==> src/rtl/rtr_channel_output_pkg.sv <==
// Shared constants and helpers for the router channel transmit side.
package rtr_channel_output_pkg;

  localparam int PACKET_FORMAT_HEAD_TAIL       = 0;
  localparam int PACKET_FORMAT_TAIL_ONLY       = 1;
  localparam int PACKET_FORMAT_EXPLICIT_LENGTH = 2;

  localparam int RESET_TYPE_ASYNC = 0;
  localparam int RESET_TYPE_SYNC  = 1;

  // Ceiling log2; returns 0 for n <= 1 so a single-VC channel carries no index.
  function automatic int clogb(input int n);
    int r;
    r = 0;
    while ((1 << r) < n) r++;
    return r;
  endfunction

endpackage

==> src/rtl/rtr_channel_frame_check.sv <==
// Per-VC packet framing tracker: flags heads inside a packet and
// body/tail flits outside one. The error flop lines up with the s2 stage.
module rtr_channel_frame_check
  import rtr_channel_output_pkg::*;
#(
  parameter int num_vcs       = 4,
  parameter int packet_format = PACKET_FORMAT_EXPLICIT_LENGTH,
  parameter int vc_w          = 2
) (
  input  logic            clk,
  input  logic            reset,
  input  logic            active,
  input  logic            flit_valid,
  input  logic            flit_head,
  input  logic            flit_tail,
  input  logic [vc_w-1:0] flit_vc,
  output logic            error_out
);

  logic [num_vcs-1:0] in_pkt_d, in_pkt_q;
  logic               err_d, err_q;
  logic               cur_in_pkt;

  // Next-state for the in-packet flags and the error pulse.
  always_comb begin
    in_pkt_d   = in_pkt_q;
    err_d      = err_q;
    cur_in_pkt = in_pkt_q[flit_vc];
    if (active) begin
      err_d = 1'b0;
      if (flit_valid) begin
        if (packet_format == PACKET_FORMAT_TAIL_ONLY) begin
          // Head is implied by an idle VC, so only the tail moves the flag.
          in_pkt_d[flit_vc] = ~flit_tail;
        end else if (flit_head) begin
          err_d             = cur_in_pkt;
          in_pkt_d[flit_vc] = ~flit_tail;
        end else begin
          err_d = ~cur_in_pkt;
          if (flit_tail) in_pkt_d[flit_vc] = 1'b0;
        end
      end
    end
  end

  // Framing state registers.
  always_ff @(posedge clk or posedge reset) begin
    if (reset) begin
      in_pkt_q <= '0;
      err_q    <= 1'b0;
    end else begin
      in_pkt_q <= in_pkt_d;
      err_q    <= err_d;
    end
  end

  assign error_out = err_q;

endmodule

==> src/rtl/rtr_channel_output.sv <==
// Router channel transmitter: two-stage pipeline packing flits onto the
// channel bus, with an early/held link-active bit and framing checks.
// Bus layout from bit 0 upward: [link] [valid] [vc_idx] [flags] [data].
module rtr_channel_output
  import rtr_channel_output_pkg::*;
#(
  parameter int num_vcs          = 4,
  parameter int packet_format    = PACKET_FORMAT_EXPLICIT_LENGTH,
  parameter int enable_link_pm   = 1,
  parameter int link_hold_cycles = 2,
  parameter int flit_data_width  = 64,
  parameter int reset_type       = RESET_TYPE_ASYNC,
  localparam int vc_idx_width    = clogb(num_vcs),
  localparam int flit_ctrl_width = (packet_format == PACKET_FORMAT_HEAD_TAIL) ?
                                   (1 + vc_idx_width + 2) : (1 + vc_idx_width + 1),
  localparam int channel_width   = enable_link_pm + flit_ctrl_width + flit_data_width
) (
  input  logic                       clk,
  input  logic                       reset,
  input  logic                       active,
  input  logic                       flit_valid_in,
  input  logic                       flit_head_in,
  input  logic                       flit_tail_in,
  input  logic [num_vcs-1:0]         flit_sel_in_ovc,
  input  logic [flit_data_width-1:0] flit_data_in,
  output logic [channel_width-1:0]   channel_out,
  output logic                       error_out
);

  localparam int VC_W      = (vc_idx_width > 0) ? vc_idx_width : 1;
  localparam int FLAG_W    = flit_ctrl_width - 1 - vc_idx_width;
  localparam int VALID_POS = enable_link_pm;
  localparam int VC_POS    = VALID_POS + 1;
  localparam int FLAG_POS  = VC_POS + vc_idx_width;
  localparam int DATA_POS  = FLAG_POS + FLAG_W;

  logic [VC_W-1:0]            sel_bin;
  logic                       s1_vld_d, s1_vld_q;
  logic                       s1_head_d, s1_head_q;
  logic                       s1_tail_d, s1_tail_q;
  logic [VC_W-1:0]            s1_vc_d, s1_vc_q;
  logic [flit_data_width-1:0] s1_data_d, s1_data_q;
  logic [FLAG_W-1:0]          s1_flags;
  logic                       s2_vld_d, s2_vld_q;
  logic [VC_W-1:0]            s2_vc_d, s2_vc_q;
  logic [FLAG_W-1:0]          s2_flags_d, s2_flags_q;
  logic [flit_data_width-1:0] s2_data_d, s2_data_q;

  // One-hot output-VC select to binary index.
  always_comb begin
    sel_bin = '0;
    for (int i = 0; i < num_vcs; i++) begin
      if (flit_sel_in_ovc[i]) sel_bin = sel_bin | VC_W'(i);
    end
  end

  // s1 input capture: valid follows every active cycle, payload loads only with a flit.
  always_comb begin
    s1_vld_d  = s1_vld_q;
    s1_head_d = s1_head_q;
    s1_tail_d = s1_tail_q;
    s1_vc_d   = s1_vc_q;
    s1_data_d = s1_data_q;
    if (active) begin
      s1_vld_d = flit_valid_in;
      if (flit_valid_in) begin
        s1_head_d = flit_head_in;
        s1_tail_d = flit_tail_in;
        s1_vc_d   = sel_bin;
        s1_data_d = flit_data_in;
      end
    end
  end

  // Control field carried on the channel depends on the packet format.
  if (packet_format == PACKET_FORMAT_HEAD_TAIL) begin : g_flags_ht
    assign s1_flags = {s1_tail_q, s1_head_q};
  end else if (packet_format == PACKET_FORMAT_TAIL_ONLY) begin : g_flags_t
    assign s1_flags = s1_tail_q;
  end else begin : g_flags_h
    assign s1_flags = s1_head_q;
  end

  // s2 channel stage: same load policy, fed from s1.
  always_comb begin
    s2_vld_d   = s2_vld_q;
    s2_vc_d    = s2_vc_q;
    s2_flags_d = s2_flags_q;
    s2_data_d  = s2_data_q;
    if (active) begin
      s2_vld_d = s1_vld_q;
      if (s1_vld_q) begin
        s2_vc_d    = s1_vc_q;
        s2_flags_d = s1_flags;
        s2_data_d  = s1_data_q;
      end
    end
  end

  // Valid bits of both stages; reset drops any flit in flight.
  always_ff @(posedge clk or posedge reset) begin
    if (reset) begin
      s1_vld_q <= 1'b0;
      s2_vld_q <= 1'b0;
    end else begin
      s1_vld_q <= s1_vld_d;
      s2_vld_q <= s2_vld_d;
    end
  end

  // Payload and control-field registers, unreset (don't-care while valid is low).
  always_ff @(posedge clk) begin
    s1_head_q  <= s1_head_d;
    s1_tail_q  <= s1_tail_d;
    s1_vc_q    <= s1_vc_d;
    s1_data_q  <= s1_data_d;
    s2_vc_q    <= s2_vc_d;
    s2_flags_q <= s2_flags_d;
    s2_data_q  <= s2_data_d;
  end

  if (enable_link_pm != 0) begin : g_link
    logic       link_d, link_q;
    logic [3:0] hold_ctr_d, hold_ctr_q;

    // Link rises one cycle ahead of the first flit and stays up through the idle hold.
    always_comb begin
      link_d     = link_q;
      hold_ctr_d = hold_ctr_q;
      if (active) begin
        link_d = flit_valid_in | s1_vld_q | s2_vld_q | (hold_ctr_q != 4'd0);
        if (s2_vld_q) hold_ctr_d = 4'(link_hold_cycles);
        else if (hold_ctr_q != 4'd0) hold_ctr_d = hold_ctr_q - 4'd1;
      end
    end

    // Link and hold counter registers.
    always_ff @(posedge clk or posedge reset) begin
      if (reset) begin
        link_q     <= 1'b0;
        hold_ctr_q <= 4'd0;
      end else begin
        link_q     <= link_d;
        hold_ctr_q <= hold_ctr_d;
      end
    end

    assign channel_out[0] = link_q;
  end

  assign channel_out[VALID_POS] = s2_vld_q;

  if (vc_idx_width > 0) begin : g_vc
    assign channel_out[VC_POS +: VC_W] = s2_vc_q;
  end

  assign channel_out[FLAG_POS +: FLAG_W]          = s2_flags_q;
  assign channel_out[DATA_POS +: flit_data_width] = s2_data_q;

  rtr_channel_frame_check #(
    .num_vcs      (num_vcs),
    .packet_format(packet_format),
    .vc_w         (VC_W)
  ) u_frame_check (
    .clk       (clk),
    .reset     (reset),
    .active    (active),
    .flit_valid(s1_vld_q),
    .flit_head (s1_head_q),
    .flit_tail (s1_tail_q),
    .flit_vc   (s1_vc_q),
    .error_out (error_out)
  );

endmodule
==> config.mk <==
export PLATFORM = sky130hd
export DESIGN_NAME = rtr_channel_output
export DESIGN_NICKNAME = d
export VERILOG_FILES = /design/src/rtl/rtr_channel_output_pkg.sv /design/src/rtl/rtr_channel_frame_check.sv /design/src/rtl/rtr_channel_output.sv
export SDC_FILE = /design/constraint.sdc
export NUM_CORES = 1
export LEC_CHECK = 0
export ABC_AREA = 1
export CAP_MARGIN = 25
export CORE_UTILIZATION = 40
export CTS_BUF_LIST = sky130_fd_sc_hd__clkbuf_8
export DETAILED_ROUTE_END_ITERATION = 8
export PLACE_DENSITY = 0.7
export SLEW_MARGIN = 20
export SYNTH_ARGS = -nofsm -noshare
export SYNTH_HDL_FRONTEND = slang
export SYNTH_SLANG_ARGS = --single-unit
==> constraint.sdc <==
create_clock -name clk -period 2.5 [get_ports clk]
set_clock_uncertainty 0.15 [all_clocks]
set_input_delay 0.5 -clock clk [delete_from_list [all_inputs] [get_ports clk]]
set_output_delay 0.5 -clock clk [all_outputs]
set_load 0.02 [all_outputs]
* Yosys cells after proc, flatten, opt, wreduce, memory -nomap -nowiden
Index checks and enable logic that the tools add are counted.
** Word-level totals
- Bits in registers :: 147
- Input bits :: 74
** Operators by class
- $add $sub $neg :: 1
- Magnitude comparators :: 2
- Muxes and demuxes :: 12
- Bitwise logic cells :: 7
- Reductions and logical operators :: 9
** Operator list (number)
- $mux W4 :: 4
- $reduce_and A2 Y1 :: 3
- $mux W1 :: 5
- $and A4 B4 Y4 :: 1
- $bwmux W4 :: 1
- $not A4 Y4 :: 1
- $reduce_bool A2 Y1 :: 2
- $reduce_bool A4 Y1 :: 1
- $sub A4 B1 Y4 const B :: 1
- $lt A2 B3 Y1 const B :: 1
- $or A1 B1 Y1 :: 3
- $reduce_and A3 Y1 :: 1
- $bmux W1 S2 :: 1
- $demux W1 S2 :: 1
- $ge A2 B1 Y1 const B :: 1
- $not A1 Y1 :: 2
- $reduce_or A2 Y1 :: 1
- $logic_and A1 B1 Y1 :: 1

* Longest topological paths before layout
Gate-level depths: netlist (run 1).
- Word-level depth :: 8
- Depth in mapped cells :: 8

* By module
From an unflattened synthesis (run 1), not the netlist that was laid out.
** Unflattened totals
- Cells, all modules :: 232
- Area, all modules :: 4758.3 um^2
** By module, submodules not included
- rtr_channel_output :: instances 1, cells an instance 185, area each 4453.0 um^2, sequential area each 4229.1 um^2
- rtr_channel_frame_check :: instances 1, cells an instance 47, area each 305.3 um^2, sequential area each 125.1 um^2

* Worst setup path before layout (run 1)
Ideal clock, no wire load.
- Path type :: input to register
- Start :: input port active
- End :: register s1_data_q[0], enable pin
- Library setup time :: 0.422 ns
- Arrival :: 1.881 ns
- Data required time :: 1.928 ns
- Path slack :: 0.047 ns
- Stages :: 2
- Buffers on the path :: 0
- Path through :: nand2_1 inv_1
** Between the ends
- Longest elaborated chain between the ends :: 1
** RTL lines
- from (decl) :: RTL line rtr_channel_output.sv:20 : input logic active,
- $reduce_and A2 Y1 (no source line)
- to (signal assigned) :: RTL line rtr_channel_output.sv:116 : s1_data_q <= s1_data_d;
- to (decl) :: RTL line rtr_channel_output.sv:42 : logic [flit_data_width-1:0] s1_data_d, s1_data_q;
Every way passes these cells.
A chain may end at the register's enable or synchronous reset.

* Worst setup path after layout (run 1)
- Start :: register s2_data_q[40]
- End :: output port channel_out[45]
** RTL lines
- from (decl) :: RTL line rtr_channel_output.sv:47 : logic [flit_data_width-1:0] s2_data_d, s2_data_q;
- from (signal assigned) :: RTL line rtr_channel_output.sv:119 : s2_data_q <= s2_data_d;
- to (decl) :: RTL line rtr_channel_output.sv:26 : output logic [channel_width-1:0] channel_out,
No word-level cell between the ends.

==> impl_results.md, run 1 <==
- Via count: roughly 2400
- Share of cells above drive strength 1: between 10% and 20%
- Yosys Warn Count: 0
- Final WL: between 8000 and 9000 um
- I/O pin count: around 140
- Die height: 111 um
- # fillers: between 800 and 900
- Placed Area: 6370 um^2
- Core area: 11500 um^2
- Synth Cell Area: 4740 um^2
- Syn_area_per_cell: ~21 um^2
- Pre-CTS setup slack: approximately 340 ps
- Headroom to the max-slew limit: about two thirds
- Outcome: complete, no violations
- Final TNS setup: 0 ps
- DR vias/cell: 4.48
- Slew @ Worst Pin: around 470 ps
- Final nets: 464
- Drc violations: 0
- Slew Limit Fails: 0
- Hold Path Class: in2async
- Cell Chain, Critical Path: clkdlybuf4s50_1
- Required time worst endpoint: between 1500 and 2000 ps
- Worst Path Arrival: around 1400 ps
- Clock root buffer: clkbuf_8
- Post-synthesis net count: approximately 300
- Final core utilization: between 50% and 60%
- Post-detail-place hpwl: ~5500 um
- Worst Hold Slack: around 220 ps
- CTS Buf Count: 17
- FMAX: roughly 0.49 GHz
- Sequential area share after synthesis: between 90% and 100%
- CP top delay family: buffers and inverters
- Fin. Hold Viols: 0
- Cell row count: 39
- Top cell type's share of synthesized area: between 80% and 90%
- Initial antenna violation count: 0
- Overall routing resource usage: 13.9%
- GRT overflow: 0
- Top post-synthesis cells by area: edfxtp_1, dfrtp_1, nand2_1, inv_1, o21ai_0
- Final setup vio count: 0
- Area growth, synth to finish: 42.9%
- Yosys top cell by area: edfxtp_1
- Clock sink count: about 150
- Power density cells: 789 nW/um^2
- Post-route clock period utilization: between 80% and 90%
- # resized after CTS: 0
- Number of H-tree levels: 4
- #FFs+latches synth: 147
- Critical Path End Type: output pin
- First-pass GRT wire length: 12500 um
- Slowest stage delay, CP: around 600 ps
- Unrepaired setup endpoints after global routing: false
- Vias in the first global route: between 2000 and 2500
- TritonRoute pass-1 iters: 4
- Leakage: ~2.4 nW
- PortBufs: roughly 140
- Setup CP Type: reg2out
- Leading cell type in the layout, fill and taps excluded: clkdlybuf4s50_1
- Iteration-0 DRC Markers: 86
- Post-CTS Hold Fix Bufs: 0
- Final min period: slightly above 2000 ps
- Most frequent cells in the layout: clkdlybuf4s50_1, edfxtp_1, nand2_1
- Crit-path max FO: 1
- Die area: ~12000 um^2
- Initial core utilization: between 40% and 50%
- Clock buffer depth: 2
- Clock-pin slew on the worst setup and hold paths: 80 ps
- DIE WIDTH: about 110 um
- Skew-Pair Late Insertion Delay: 440 ps
- Final Instance Area: 6780 um^2
- Routability cong.: ~0.73
- Distinct cells, synth: 18
- ANT nets after route: 0
- Post-DR wirelength/cell: ~15 um
- Antenna diodes: 0
- Post-CTS setup buffer count: 0
- WP buf/inv: 1
- CTS tree: done
- Max stage delay cell, worst path: clkdlybuf4s50_1
- Startpoint Class: flip-flop
- VDD IR max: approximately 450 uV
- Final WS setup: about 440 ps
- Total of max-cap violations: 0
- Syn Inst Count: approximately 230
- Largest net degree at the start of global routing: 46
[through the flow]
stage          cells  total power, mW
2_1_floorplan    227             3.27
3_3_place_gp     513             3.53
3_5_place_dp     513             3.57
4_1_cts          545             5.42
5_1_grt          545             5.58
6_report         545             5.34
[layer usage]
layer / routed length [um] / part of all wire [%] / global-route usage (%)
met3: 684 / 8.4 / 6.23
met5: 0 / 0 / 0
met4: 162 / 2.0 / 6.93
met1: 3470 / 43 / 17.2
met2: 3830 / 47 / 20.7
[cell families after synthesis]
family,share of synthesized area [%]
and+or+nand+nor,4.78
adders and majority gates,0.264
DFF,91.8
buffers and inverters,1.66
AOI/OAI and AO/OA,1.48
[sequential cells by signal (all words and copies together) (netlist names)]
signal and cells:
u_frame_check.error_out 1, s2_vc_q 2, s1_vc_q 2, s2_vld_q 1, s1_vld_q 1, s2_data_q 64, g_link.hold_ctr_q 4, s1_data_q 64
s2_flags_q 1, g_link.link_q 1, s1_tail_q 1, s1_flags 1, u_frame_check.in_pkt_q 4
[report_power, final]
part | internal [mW] | switching [mW]
sequential | 2.90 | 0.0701
clock | 0.974 | 0.865
combinational | 0.269 | 0.271
[synth_stat cells (all sizes together)]
cell	number
a21oi	2
buf	3
inv	15
nand2	32
o21ai	8
o22a	1
ha	1
edfxtp	135
nand3	5
nand4	2
or2	4
nor2	7
dfrtp	12
[path summary, 6_finish.rpt]
check	to	slack [ps]	cells after the start	start
worst min register to register	s2_data_q[52]	270	0	s1_data_q[52]
min in group clk	s2_data_q[52]	270	0	s1_data_q[52]
max in group asynchronous	g_link.hold_ctr_q[0]	1660	2	reset
worst max register to register	g_link.hold_ctr_q[1]	1060	6	g_link.hold_ctr_q[0]
worst min-delay path	s1_vld_q	220	2	reset
worst max-delay path	channel_out[45]	440	1	s2_data_q[40]
[final cells by class]
cell class              count  area [um^2]  share of cell area [%]
flip-flops and latches    147         4350                    64.3
repair buffers            146         1480                    21.8
multi-input cells          62          309                    4.56
clock buffers              17          234                    3.45
well taps                 143          179                    2.64
clock inverters            15          166                    2.46
inverters                  15         56.3                   0.831
[worst register-to-register path, delay by kind of cell (launching register included)]
kind	cells	cell delay, ps
AND/OR/NAND/NOR	3	400
flip-flops	1	390
AO/OA/AOI/OAI	1	110
buffers and inverters	1	130
adder cells (fa/ha/maj)	1	210
Note: power is estimated with default switching activity, not from simulation.
==> run 2: changes to the inputs <==
clock period = 2 ns   (was 2.5 ns; I/O delays follow)
==> run 2 against run 1 <==
  * Global-route usage rose by 0.81 points
  * Design area up 0.68%
  * First-iteration DRC count grew 99%
  * Largest power group unchanged
  * Clock power increased by 17%
  * Critical path type unchanged
  * Largest cell class unchanged
==> impl_results.md, run 2 (synthesized netlist as in run 1, its figures left out) <==
- CP Depth: 1 (unchanged)
- GRT overflow: 0 (unchanged)
- Clock-pin slew on the worst setup and hold paths: 80 ps (about the same)
- Most frequent cells in the layout: edfxtp_1, clkdlybuf4s50_1, nand2_1 (was clkdlybuf4s50_1, edfxtp_1, nand2_1)
- Crit-path max FO: 1 (unchanged)
- DR vias/cell: 4.50 (was 4.48)
- Die height: 111 um (unchanged)
- Headroom to the max-slew limit: 66.6% (was 68.5%)
- Worst Path Arrival: 1380 ps (was 1410 ps)
- Hold Path Class: in2async (unchanged)
- TritonRoute pass-1 iters: 4 (unchanged)
- Initial core utilization: 41.4% (unchanged)
- Clock power frac: 32.8% (was 34.4%)
- Total power: 6.56 mW (was 5.34 mW)
- Final min period: approximately 1900 ps
- Post-DR wirelength/cell: 15.4 um (was 15.0 um)
- I/O pin count: 144 (unchanged)
- WP buf/inv: 1 (unchanged)
- Routability cong.: 0.713 (was 0.728)
- Leading cell type in the layout, fill and taps excluded: edfxtp_1 (was clkdlybuf4s50_1)
- CTS tree: done (unchanged)
- Post-CTS Hold Fix Bufs: 0 (unchanged)
- Slowest stage delay, CP: 600 ps (was 610 ps)
- Unrepaired setup endpoints after global routing: false (unchanged)
- Post-detail-place hpwl: 5930 um (was 5500 um)
- Gate power share: 10.6% (was 10.1%)
- Cell row count: 39 (unchanged)
- Final WL: 8440 um (was 8150 um)
- Post-route clock period utilization: between 90% and 100%
- Critical Path End Type: output pin (unchanged)
- CTS Buf Count: 17 (unchanged)
- Switching part of the total: 23.0% (was 22.6%)
- Clock buffer depth: 2 (unchanged)
- Area growth, synth to finish: 43.9% (was 42.9%)
- Sequential Power Share: 56.6% (was 55.5%)
- Power density cells: 961 nW/um^2 (was 789 nW/um^2)
- Total of max-cap violations: 0 (unchanged)
- Share of cells above drive strength 1: 12.1% (was 11.4%)
- Clock sink count: 147 (unchanged)
- Slew @ Worst Pin: 500 ps (was 472 ps)
- First-pass GRT wire length: 13200 um (was 12500 um)
- Setup CP Type: reg2out (unchanged)
- ANT nets after route: 0 (unchanged)
- Antenna diodes: 0 (unchanged)
- Clock root buffer: clkbuf_8 (unchanged)
- Overall routing resource usage: 14.7% (was 13.9%)
- PortBufs: 142 (unchanged)
- Top flop regs: s1_data_q x64, s2_data_q x64 (unchanged)
- Iteration-0 DRC Markers: 171 (was 86)
- Core area: 11500 um^2 (unchanged)
- Final setup vio count: 0 (unchanged)
- Initial antenna violation count: 0 (unchanged)
- Final nets: 466 (was 464)
- Placed Area: 6420 um^2 (was 6370 um^2)
- Post-CTS setup buffer count: 0 (unchanged)
- Skew-Pair Late Insertion Delay: 420 ps (was 440 ps)
- CP top delay family: buffers and inverters (unchanged)
- Final TNS setup: 0 ps (unchanged)
- Die area: 12300 um^2 (unchanged)
- Slew Limit Fails: 0 (unchanged)
- DIE WIDTH: 111 um (unchanged)
- Required time worst endpoint: 1450 ps (was 1850 ps)
- P_sw: 1.51 mW (was 1.21 mW)
- Final Instance Area: 6820 um^2 (was 6780 um^2)
- Outcome: complete, no violations (unchanged)
- VDD IR max: 476 uV (was 453 uV)
- Reg2Reg Depth: 6 (unchanged)
- Startpoint Class: flip-flop (unchanged)
- Internal power: 5.05 mW (was 4.14 mW)
- Number of H-tree levels: 4 (unchanged)
- Leakage: 2.48 nW (was 2.38 nW)
- Largest net degree at the start of global routing: 39 (was 46)
- Cell Chain, Critical Path: clkdlybuf4s50_1 (unchanged)
- Max stage delay cell, worst path: clkdlybuf4s50_1 (unchanged)
- Via count: 2462 (was 2441)
- FMAX: roughly 0.52 GHz
- Vias in the first global route: 2504 (was 2394)
- Fin. Hold Viols: 0 (unchanged)
- Drc violations: 0 (unchanged)
[run 2: cell types whose count changed in the layout (fill, tap and decap cells not counted), sizes merged]
cell / previous run / this run
buf: 4 / 6
bufinv: 3 / 2
clkdlybuf4s50: 142 / 132
clkinv: 4 / 5
clkinvlp: 6 / 7
dlymetal6s2s: 0 / 10
inv: 17 / 16
[run 2: worst paths after layout]
check / slack [ps] / start / endpoint
min in group clk: 260 / s1_data_q[13] / s2_data_q[13]
hold / removal: 140 / reset / g_link.hold_ctr_q[3]
max in group asynchronous: 1220 / reset / u_frame_check.in_pkt_q[2]
setup / recovery: 70 / s2_data_q[13] / channel_out[18]
setup reg to reg: 530 / g_link.hold_ctr_q[0] / g_link.hold_ctr_q[1]
hold reg to reg: 260 / s1_data_q[13] / s2_data_q[13]
[run 2: final cells by class]
class,instances,area (um^2)
Clock buffer,17,234
Clock inverter,15,141
Fill cell,878,4650
Inverter,15,60.1
Multi-Input combinational cell,62,312
Sequential cell,147,4350
Tap cell,143,179
Timing Repair Buffer,148,1540
[run 2: timing repair]
| item | in CTS | in global routing |
|---|---|---|
| endpoints found under the hold margin | 0 | 0 |
| gates resized for setup | 0 | 10 |
| setup endpoints to repair | 0 | 10 |
[run 2: power groups by stage]
stage / logic, mW / registers (mW) / clock network (mW)
after global placement: 0.666 / 3.76 / 0
after floorplan: 0.245 / 3.84 / 0
final: 0.697 / 3.71 / 2.15
after global routing: 0.762 / 3.73 / 2.33
after detailed placement: 0.707 / 3.78 / 0
after CTS: 0.708 / 3.71 / 2.22
[run 2: routing by layer]
layer,vias to the layer above,global-route usage (%),share of wire [%]
met5,-,0,0
met2,100,23.4,50
met1,1183,17.6,43
met4,0,6.76,1.5
met3,15,5.69,5.9
li1,1164,-,-
[run 2: metrics by stage]
stage	worst slack, ps	instances	hold slack (ps)	util, %
after global placement	88.8	515	250	56.0
after global routing	2.40	547	155	59.5
after CTS	8.05	547	118	59.3
final	65.6	547	141	59.5
after detailed placement	73.9	515	255	56.0
after floorplan	8.05	227	115	-
==> run 3: changes to the inputs <==
SKIP_CTS_REPAIR_TIMING = 1   (was unset)
==> results of run 3 <==
Final layout, timing and power as in run 2 (identical DEF).
==> edit (config.mk and constraints of run 1) <==
Change the parameter `enable_link_pm` from 1 to 0.
--- a/src/rtl/rtr_channel_output.sv
+++ b/src/rtl/rtr_channel_output.sv
@@ -6,7 +6,7 @@
 #(
   parameter int num_vcs          = 4,
   parameter int packet_format    = PACKET_FORMAT_EXPLICIT_LENGTH,
-  parameter int enable_link_pm   = 1,
+  parameter int enable_link_pm   = 0,
   parameter int link_hold_cycles = 2,
   parameter int flit_data_width  = 64,
   parameter int reset_type       = RESET_TYPE_ASYNC,
Ports: changed (resized channel_out); port bits go from 144 to 143. The function was not compared with the original's and may differ.
==> edit against run 1 <==
  * Cell area decreased by 4.2%
  * Area after synthesis decreased by 5.8%
  * Critical path type unchanged
  * Power decreased by 5.8%
  * Sequential cell count decreased by 5
  * Sequential share of layout area increased by 0.87 points
  * Worst setup slack improved by 0.0063 ns
  * Register-to-register slack got worse by 0.07 ns
  * Worst hold slack got worse by 0.058 ns
  * Routed wire length decreased by 6.3%
  * Core utilization increased by 0.81 points
  * Global-route usage increased by 0.31 points
  * Sequential power decreased by 4%
==> edit: results (changes against run 1) <==
| Metric | Value |
|---|---|
| VDD IR-drop max | 0.318 mV (-30%) |
| Seq/Total Area, Yosys | 94.7% (+2.9 points) |
| Flop-to-flop setup slack | 0.99 ns (-0.07 ns) |
| Dpl hpwl | 5.14 mm (-6.5%) |
| Skew-Pair Late Insertion Delay | 0.42 ns (-0.02 ns) |
| Largest regs | s1_data_q (64), s2_data_q (64), u_frame_check.in_pkt_q (4) |
| Area share of fa/ha/maj cells after synthesis | 0% (-0.26 points) |
| Number of global-route vias before repair | 2306 (-3.7%) |
| Ys async rst share | 4.93% (-3.2 points) |
| Via count | 2250 (-7.8%) |
| GP Congestion | 0.699 (-4.1%) |
| Layout filler cell count | 823 (-3.2%) |
| Crit path to | channel_out[55] |
| Cell variety after synth | 15 (-3) |
| Crit. Startpoint | s2_data_q[51] |
| Launching point of the worst reg2reg path | s1_vld_q |
| Routing usage on met2 | 24.0% (+3.3 points) |
| Power share of the combinational group | 8.3% (-1.8 points) |
| First-pass GRT wire length | 11.5 mm (-7.7%) |
| Synth area leaders | edfxtp_1 (91%), dfrtp_1 (3.9%), nand2_1 (2.0%) |
| Reg-to-reg endpoint | u_frame_check.in_pkt_q[0] |
| Met3 wire length | 506 um (-26%) |
| Post-synth net total | 268 (-11%) |
| Status | finished, final reports clean |
| Share of layout cells above drive strength 1 | 11.4% (-0.030 points) |
| Met3 Usage GRT | 5.08% (-1.1 points) |
| Place WS | 0.379 ns (+0.0380 ns) |
| Gr usage total | 14.2% (+0.31 points) |
| Clock network power share | 35.4% (+1.0 points) |
| Port bufs | 141 (-0.70%) |
| Post-synth top area share | 90.8% (+5.3 points) |
| Iteration-0 DRC Markers | 117 (+36%) |
| M1 wire length | 3.04 mm (-13%) |
| Synth cell count leaders | edfxtp_1 (135), nand2_1 (24), inv_1 (8) |
| Routed length on met2 | 3.96 mm (+3.4%) |
| Met1 usage | 15.4% (-1.7 points) |
## edit: cell count changes after synthesis, sizes merged, moves of 2 or more
cell,before,now
o21ai,8,4
inv,15,9
nand4,2,0
nor2,7,5
dfrtp,12,7
nand2,32,25
nand3,5,2
## edit: stage by stage
step | instances | utilization, % | hold slack (ns) | area (um^2) | power [mW]
global placement | 476 | 56.2 | 0.251 | 6100 | 3.29
CTS | 508 | 59.9 | 0.133 | 6490 | 5.10
floorplan | 194 | - | 0.153 | 4470 | 3.04
finish | 508 | 59.9 | 0.159 | 6490 | 5.03
detailed placement | 476 | 56.2 | 0.255 | 6100 | 3.31
global route | 508 | 59.9 | 0.139 | 6490 | 5.23
## edit: final cells by class
type | count | area [um^2] | area share, %
clock buffer | 17 | 234 | 3.60
clock inverter | 15 | 161 | 2.49
inverter | 10 | 38.8 | 0.597
multi-input combinational | 40 | 183 | 2.81
sequential | 142 | 4230 | 65.1
tap | 140 | 175 | 2.70
timing repair buffer | 144 | 1470 | 22.7
